===== src/rtl/regfile_pkg.sv =====
// Shared defaults and sizing helpers for the scoreboarded register file.
package regfile_pkg;

  localparam int RF_NUM_REGS     = 32;
  localparam int RF_DATA_WIDTH   = 32;
  localparam int RF_NUM_RD_PORTS = 2;
  localparam int RF_MAX_PENDING  = 4;

  // Counter must be able to hold the value MAX_PENDING itself.
  function automatic int pend_cnt_width(input int max_pending);
    return $clog2(max_pending + 1);
  endfunction

endpackage


===== src/rtl/rf_scoreboard.sv =====
// Tracks outstanding long-latency writes: per-register pending bits,
// an outstanding-op counter, issue gating and a sticky protocol error.
module rf_scoreboard
  import regfile_pkg::*;
#(
  parameter int NUM_REGS     = RF_NUM_REGS,
  parameter int NUM_RD_PORTS = RF_NUM_RD_PORTS,
  parameter int MAX_PENDING  = RF_MAX_PENDING,
  localparam int AW = $clog2(NUM_REGS),
  localparam int CW = pend_cnt_width(MAX_PENDING)
) (
  input  logic                       clk,
  input  logic                       rst,
  input  logic [NUM_RD_PORTS*AW-1:0] rs_addr_i,
  output logic [NUM_RD_PORTS-1:0]    rs_busy_o,
  input  logic                       wb1_we_i,
  input  logic [AW-1:0]              wb1_addr_i,
  input  logic                       issue_i,
  input  logic [AW-1:0]              issue_rd_i,
  output logic                       issue_ready_o,
  output logic [CW-1:0]              pending_cnt_o,
  output logic                       err_o
);

  localparam logic [CW-1:0] CNT_MAX = CW'(MAX_PENDING);

  logic [NUM_REGS-1:0] pend_q, pend_d;
  logic [CW-1:0]       cnt_q, cnt_d;
  logic                err_q, err_d;
  logic                accept;

  // Issue gating looks only at registered state; a completion in the same
  // cycle does not free a slot or a destination until the next edge.
  always_comb begin
    issue_ready_o = (cnt_q != CNT_MAX) && !pend_q[issue_rd_i];
    accept        = issue_i && issue_ready_o;
  end

  // Next-state for pending bits, counter and error flag.
  always_comb begin
    pend_d = pend_q;
    if (wb1_we_i) pend_d[wb1_addr_i] = 1'b0;
    if (accept && (issue_rd_i != '0)) pend_d[issue_rd_i] = 1'b1;
    pend_d[0] = 1'b0;

    cnt_d = cnt_q;
    if (accept && !wb1_we_i) begin
      if (cnt_q != CNT_MAX) cnt_d = cnt_q + 1'b1;
    end else if (!accept && wb1_we_i) begin
      if (cnt_q != '0) cnt_d = cnt_q - 1'b1;
    end

    // A completion is unexpected if nothing is outstanding, or if it lands
    // on a nonzero register nobody issued to (x0 issues set no bit).
    err_d = err_q;
    if (wb1_we_i && ((cnt_q == '0) ||
                     ((wb1_addr_i != '0) && !pend_q[wb1_addr_i])))
      err_d = 1'b1;
  end

  // Scoreboard state registers with synchronous active-low reset.
  always_ff @(posedge clk) begin
    if (!rst) begin
      pend_q <= '0;
      cnt_q  <= '0;
      err_q  <= 1'b0;
    end else begin
      pend_q <= pend_d;
      cnt_q  <= cnt_d;
      err_q  <= err_d;
    end
  end

  // Source busy: pending and not being completed this very cycle.
  always_comb begin
    rs_busy_o = '0;
    for (int k = 0; k < NUM_RD_PORTS; k++) begin
      rs_busy_o[k] = pend_q[rs_addr_i[k*AW +: AW]] &&
                     !(wb1_we_i && (wb1_addr_i == rs_addr_i[k*AW +: AW]));
    end
  end

  assign pending_cnt_o = cnt_q;
  assign err_o         = err_q;

endmodule


===== src/rtl/regfile_sb.sv =====
// Multi-port register file with write-through bypass and a scoreboard for
// long-latency (MUL/DIV) destinations. x0 is hardwired to zero.
module regfile_sb
  import regfile_pkg::*;
#(
  parameter int NUM_REGS     = RF_NUM_REGS,
  parameter int DATA_WIDTH   = RF_DATA_WIDTH,
  parameter int NUM_RD_PORTS = RF_NUM_RD_PORTS,
  parameter int MAX_PENDING  = RF_MAX_PENDING,
  localparam int AW = $clog2(NUM_REGS),
  localparam int CW = pend_cnt_width(MAX_PENDING)
) (
  input  logic                               clk,
  input  logic                               rst,
  input  logic [NUM_RD_PORTS*AW-1:0]         rs_addr_i,
  output logic [NUM_RD_PORTS*DATA_WIDTH-1:0] rs_data_o,
  output logic [NUM_RD_PORTS-1:0]            rs_busy_o,
  input  logic                               wb0_we_i,
  input  logic [AW-1:0]                      wb0_addr_i,
  input  logic [DATA_WIDTH-1:0]              wb0_data_i,
  input  logic                               wb1_we_i,
  input  logic [AW-1:0]                      wb1_addr_i,
  input  logic [DATA_WIDTH-1:0]              wb1_data_i,
  input  logic                               issue_i,
  input  logic [AW-1:0]                      issue_rd_i,
  output logic                               issue_ready_o,
  output logic [CW-1:0]                      pending_cnt_o,
  output logic                               err_o
);

  logic [DATA_WIDTH-1:0] regs_q [NUM_REGS];

  // Storage update; wb0 is written last so it wins on an address collision.
  always_ff @(posedge clk) begin
    if (!rst) begin
      for (int i = 0; i < NUM_REGS; i++) regs_q[i] <= '0;
    end else begin
      if (wb1_we_i && (wb1_addr_i != '0) && (int'(wb1_addr_i) < NUM_REGS))
        regs_q[wb1_addr_i] <= wb1_data_i;
      if (wb0_we_i && (wb0_addr_i != '0) && (int'(wb0_addr_i) < NUM_REGS))
        regs_q[wb0_addr_i] <= wb0_data_i;
    end
  end

  // Combinational read with same-cycle bypass, wb0 ahead of wb1.
  always_comb begin
    logic [AW-1:0] a;
    rs_data_o = '0;
    for (int k = 0; k < NUM_RD_PORTS; k++) begin
      a = rs_addr_i[k*AW +: AW];
      if (a == '0)
        rs_data_o[k*DATA_WIDTH +: DATA_WIDTH] = '0;
      else if (wb0_we_i && (wb0_addr_i == a))
        rs_data_o[k*DATA_WIDTH +: DATA_WIDTH] = wb0_data_i;
      else if (wb1_we_i && (wb1_addr_i == a))
        rs_data_o[k*DATA_WIDTH +: DATA_WIDTH] = wb1_data_i;
      else if (int'(a) < NUM_REGS)
        rs_data_o[k*DATA_WIDTH +: DATA_WIDTH] = regs_q[a];
    end
  end

  rf_scoreboard #(
    .NUM_REGS     (NUM_REGS),
    .NUM_RD_PORTS (NUM_RD_PORTS),
    .MAX_PENDING  (MAX_PENDING)
  ) u_sb (
    .clk           (clk),
    .rst           (rst),
    .rs_addr_i     (rs_addr_i),
    .rs_busy_o     (rs_busy_o),
    .wb1_we_i      (wb1_we_i),
    .wb1_addr_i    (wb1_addr_i),
    .issue_i       (issue_i),
    .issue_rd_i    (issue_rd_i),
    .issue_ready_o (issue_ready_o),
    .pending_cnt_o (pending_cnt_o),
    .err_o         (err_o)
  );

endmodule


===== config.mk =====
export PLATFORM = sky130hd
export DESIGN_NAME = regfile_sb
export DESIGN_NICKNAME = d
export VERILOG_FILES = /design/src/rtl/regfile_pkg.sv /design/src/rtl/rf_scoreboard.sv /design/src/rtl/regfile_sb.sv
export SDC_FILE = /design/constraint.sdc
export NUM_CORES = 2
export LEC_CHECK = 0
export CORE_UTILIZATION = 32
export DETAILED_ROUTE_END_ITERATION = 8
export HOLD_SLACK_MARGIN = 0.05
export PLACE_DENSITY_LB_ADDON = 0.15
export SLEW_MARGIN = 20
export SYNTH_ARGS = -nofsm -noshare
export SYNTH_HDL_FRONTEND = slang
export SYNTH_HIERARCHICAL = 1
export SYNTH_SLANG_ARGS = --single-unit

===== constraint.sdc =====
create_clock -name clk -period 4.8 [get_ports clk]
set_input_delay 0.72 -clock clk [delete_from_list [all_inputs] [get_ports clk]]
set_output_delay 0.72 -clock clk [all_outputs]
set_load 0.03 [all_outputs]

Yosys cells after proc, flatten, opt, wreduce, memory -nomap -nowiden
Memory sizes are Yosys's and may differ from the RTL's.
Index checks and enable logic that the tools add are counted.
{ "op_classes": {"n_eq_ne": 6, "bitwise": 3, "muxes": 37, "order_cmp": 6, "n_addsub": 2, "reduce_logical": 36} }
{ "ops": {"columns": ["cell", "count"], "rows": [
  ["$mux 32", 10],
  ["$reduce_or 32->1", 2],
  ["$and 32x32->32", 1],
  ["$not 32->32", 1],
  ["$or 32x32->32", 1],
  ["$lt 5x6->1 const B", 4],
  ["$bmux 1 s5", 4],
  ["$eq 5x5->1", 4],
  ["$logic_and 1x1->1", 17],
  ["$mux 1", 15],
  ["$reduce_bool 5->1", 3],
  ["$mux 3", 4],
  ["$demux 1 s5", 2],
  ["$ge 5x1->1 const B", 2],
  ["$logic_not 5->1", 2],
  ["$mux 5", 2],
  ["$logic_not 1->1", 6],
  ["$reduce_bool 2->1", 2],
  ["$add 3x1->3 const B", 1],
  ["$logic_not 3->1", 1],
  ["$ne 3x3->1 const B", 1],
  ["$reduce_and 3->1", 1],
  ["$reduce_bool 3->1", 1],
  ["$sub 3x1->3 const B", 1],
  ["other kinds (2)", 2]
]} }
{ "word_totals": {"memories": 1, "output_inout_bits": 71, "inputBits": 94, "mem_bits_rw": 1024, "regBits": 36, "elab_cells": 95} }
{ "memory_table": {"columns": ["memory", "depth", "width", "read_ports", "rd_ports_with_merged_regs", "write_ports", "line", "source"], "rows": [
  ["regs_q", 32, 32, 2, 0, 32, "regfile_sb.sv:31", "logic [DATA_WIDTH-1:0] regs_q [NUM_REGS];"]
]} }

Depth between registers and ports, before layout
{ "logic_depth": {"word_depth": 9, "ltp_mapped": 12, "mapped_depth_nobuf": 9} }

By module
Netlist, hierarchy kept.
{ "modules_own_cells": {"columns": ["module", "seq_area_each_um2", "area_each_um2", "instances", "cells_each"], "rows": [
  ["regfile_sb", 30749.5, 59678.5, 1, 4127],
  ["rf_scoreboard", 700.7, 2864.0, 1, 299]
]} }

Worst setup path before layout
Ideal clock, no wire load.
{ "synth_path": {"path_type": "input-to-reg", "from": "in rst", "to": "mem regs_q[28][0] (netlist bit), enable pin", "setup_slack_ps": 1198, "stages": 4, "n_path_buf": 1, "arrival_time_ps": 3166, "setup_ps": 436, "required_time_ps": 4364, "path_cell_list": "buf_2 -> nand2_1 -> or4_1 -> o221ai_1"} }
{ "synth_lines": {"columns": ["item", "line", "source"], "rows": [
  ["from (decl)", "regfile_sb.sv:14", "input logic rst,"],
  ["to (decl)", "regfile_sb.sv:31", null]
]} }

Worst setup path after layout
{ "layout_path": {"from": "in rs_addr_i[4]", "to": "out rs_data_o[12]"} }
{ "layout_via": {"elab_chain_len": 5, "elab_cells_between_ends": 9, "classes_between": "eq/ne: 2; mux: 3; reduce/logical: 3; memory: 1"} }
{ "layout_rtl": {"columns": ["item", "line", "source"], "rows": [
  ["from (decl)", "regfile_sb.sv:15", "input logic [NUM_RD_PORTS*AW-1:0] rs_addr_i,"],
  ["parallel branches: the longest is 4 deep, another holds $mem_v2 32x32", null, null],
  ["$mux 32 *", "regfile_sb.sv:51", "if (a == '0)"],
  ["to (decl)", "regfile_sb.sv:16", "output logic [NUM_RD_PORTS*DATA_WIDTH-1:0] rs_data_o,"]
]} }
Every way passes the cells marked *.

==> results.cfg <==
[outcome]
outcome = completed

[worst_setup_path]
slowest_delay_ns = 1.15
arrival_ns = 3.94
r2r.worst_path.cells = 9
critical_path_cell_count = 7
cp_cell_sequence = buf_4 > nor2b_4 > a22o_1 > a211oi_1 > nor4_1 > a221o_1 > buf_12
crit_path_end_kind = primary output
regToRegEndpoint = u_sb/pending_cnt_o[2]
cpLargestDelayFamily = simple AND/OR/NAND/NOR gates
worst_ep_required_time_ns = 4.08
worstSetupPathType = in -> out
reg2reg_from = u_sb/pend_q[26]
timing.critical_path.buf_inv = 2
critPathMaxFanout = 18
timing.critical_path.from = rs_addr_i[4]
reg2reg_slack_ns = 1.97
timing.critical_path.slowest_stage_cell = nor4_1
cp-start-kind = input pin

[synth]
synthDominantCellAreaShare = 0.492
synth_warnings = 6
postSynthCellCount = 4426
count_of_distinct_cell_types_in_the_synthesized_netlist = 62
synth_seq_area_share = 0.503
synth-seq-cells = 1059
dominantRegCellSynth = edfxtp_1
synth_enable_flop_cells = 1024
postSynthAreaPerCell_um2 = 14.1
synth_async_sr_flop_share = 0
most_area_consuming_cells_after_synthesis = edfxtp_1 (49%), mux4_2 (15%), a22o_1 (15%)
synth_largest_area_cell = edfxtp_1
synthesis.area_um2 = 62500

[pwr]
seq_power_share = 0.443
power_switching_share = 0.277
net_load_switching_power_uw = 6860
cell_internal_pwr_uw = 17900
power.share.combinational = 0.171
power_per_cell_area_nw_per_um2 = 340
share_clk_of_total_power = 0.386
total_leakage_power_uw = 0.0249
worst_ir_drop_vdd_v = 0.000320

[clock_network]
tritoncts = built
clock_buffer_count_from_cts = 130
tritoncts_num_sinks = 1059
cts_htree_levels = 4
insertion_delay_ns = 0.79
postCtsSetupRepairBufs = 0
clock_tree.buffer_depth = 3
cts_root_buf = clkbuf_16
cts.reportedPaths.clkPinSlew_ns = 0.06
cts_resized = 0
ctsHoldBuffers = 0

[cells_and_area]
flow.area_growth_from_synthesis_pct = 16.4
drive_above_1_share = 0.280
filler_cell_count = 18200
nNetsFinal = 4485
layout.cells.most_common = a22o_1
multiInputGateArea_um2 = 28800
layout.cells.most_common_list = a22o_1 (1,054), edfxtp_1 (1,024), mux4_2 (418)
sequential_cell_area_um2 = 31500
final-instance-count-excl-fill = 7011

[timing]
max_slew_margin_vs_limit = 0.0848
grt_setup_unrepaired = false
report.final.setup_viol = 0
number_of_hold_slack_violations_in_the_final_timing_report = 0
maxClockFrequency_mhz = 215
period_needed_ns = 4.66
worst_clock_skew_on_the_final_layout_ns = 0.0103
worst-slew-pin-transition_ns = 1.36
setup-tns-final_ns = 0
finalCritPeriodShare = 0.970
maxSlewViolCount = 0

[worst_hold_path]
holdCritStartpoint = u_sb/pend_q[23]
worstHoldEndpoint = u_sb/pend_q[23]
worstHoldPathType = reg -> reg
holdPathStages = 2

[global_routing]
gr-usage-all-layers = 0.271
grt_antenna_before_repair = 5
first_global_vias = 45900
globalRouteOverflowTotal = 0
grt_first_pass_wirelength_mm = 375
grt_max_degree = 65

[route]
route.detailed.vias_per_inst = 6.59
ant_nets = 0
first_iter_violations = 4927
routed_wl_mm = 273
wl_per_cell_um = 38.9
drt_pass1_iterations = 6
drc = 0
routed-via-count = 46200

[floorplan]
die_footprint_um2 = 197000
initial_utilization = 0.323
ports = 165
core_area_um2 = 193000
floorplan.die.width_um = 444
row_count = 161
overall_die_height_um = 444

[placement]
place_inst = 6783
io_buffers = 164
place.detailed.hpwl_mm = 173
routability_congestion_estimate = 0.892

[run]
max_cap_viol_count = 0
state kept, by name, summed over array words and instances (netlist names):
name,count
u_sb/pend_q,31
regs_q,1024
u_sb/err_o,1
u_sb/pending_cnt_o,3
per-layer routing:
layer / GRT usage / up-vias / wire length [um]
li1: - / 18600 / -
met1: 0.354 / 24700 / 111000
met2: 0.441 / 2416 / 129000
met3: 0.0484 / 532 / 20600
met4: 0.116 / 2 / 12200
met5: 0 / - / 19
stage by stage:
stage / hold slack, ns / util / instance area (um2) / power, uW / worst slack, ns
6_report: 0.534 / 0.377 / 72800 / 24700 / 0.143
5_1_grt: 0.545 / 0.377 / 72800 / 25400 / 0.215
4_1_cts: 0.503 / 0.376 / 72800 / 24800 / 0.259
3_5_place_dp: 0.523 / 0.356 / 68800 / 15300 / 0.258
3_3_place_gp: 0.513 / 0.355 / 68700 / 15300 / -0.154
2_1_floorplan: 0.480 / - / 62700 / 13300 / 1.20
logic make-up (layout without fill, tap and decap cells):
logic type,after synthesis,count (layout),synth area share
other,1,33,0.0000600
XOR/XNOR,31,31,0.00434
buffers and inverters,717,744,0.0492
multiplexers,746,746,0.205
flip-flops,1059,1059,0.503
adder cells (fa/ha/maj),1,1,0.000320
AND/OR/NAND/NOR,411,411,0.0351
AO/OA/AOI/OAI,1460,1460,0.203
cell type report:
class / count / area share
Timing Repair Buffer: 510 / 0.0743
Tap cell: 2526 / 0.0434
Antenna cell: 1 / 0.0000344
Multi-Input combinational cell: 2681 / 0.395
Sequential cell: 1059 / 0.432
Clock buffer: 173 / 0.0488
Clock inverter: 53 / 0.00567
Inverter: 8 / 0.000412
power by group through the flow:
stage	Combinational [uW]	Sequential (uW)	Clock, uW
floorplan	2280	11100	0
global placement	4150	11100	0
detailed placement	4170	11100	0
CTS	4170	10900	9690
global route	4330	11000	10000
finish	4230	11000	9560
tightest hold or removal path: cells and delay by family, from the launching register on:
family             cells  cell delay [ns]
AOI/OAI and AO/OA      2             0.14
DFF                    1             0.34
synthesized netlist by cell type, drive strengths merged (8+ instances only):
library cell  instances
o211a                60
nor3                  8
dfxtp                35
a21oi                14
mux2                124
edfxtp             1024
mux4                418
xor2                 16
nor4                 65
mux2i               204
a22o               1054
o21a                 16
a211oi               67
o21ai                37
nor2                 94
or3                  12
a221o                64
clkbuf              455
nor2b                17
nand2               110
buf                 254
a221oi               61
or3b                  9
nor3b                11
xnor2                15
nand3b               41
o221ai               63
worst max-delay path by stage:
stage                          to  slack [ns]
CTS                 rs_data_o[35]        0.26
floorplan           regs_q[28][0]        1.20
global route        rs_data_o[32]        0.21
global placement    rs_data_o[15]       -0.15
finish              rs_data_o[12]        0.14
detailed placement  rs_data_o[35]        0.26
(Power assumes the default switching activity.)
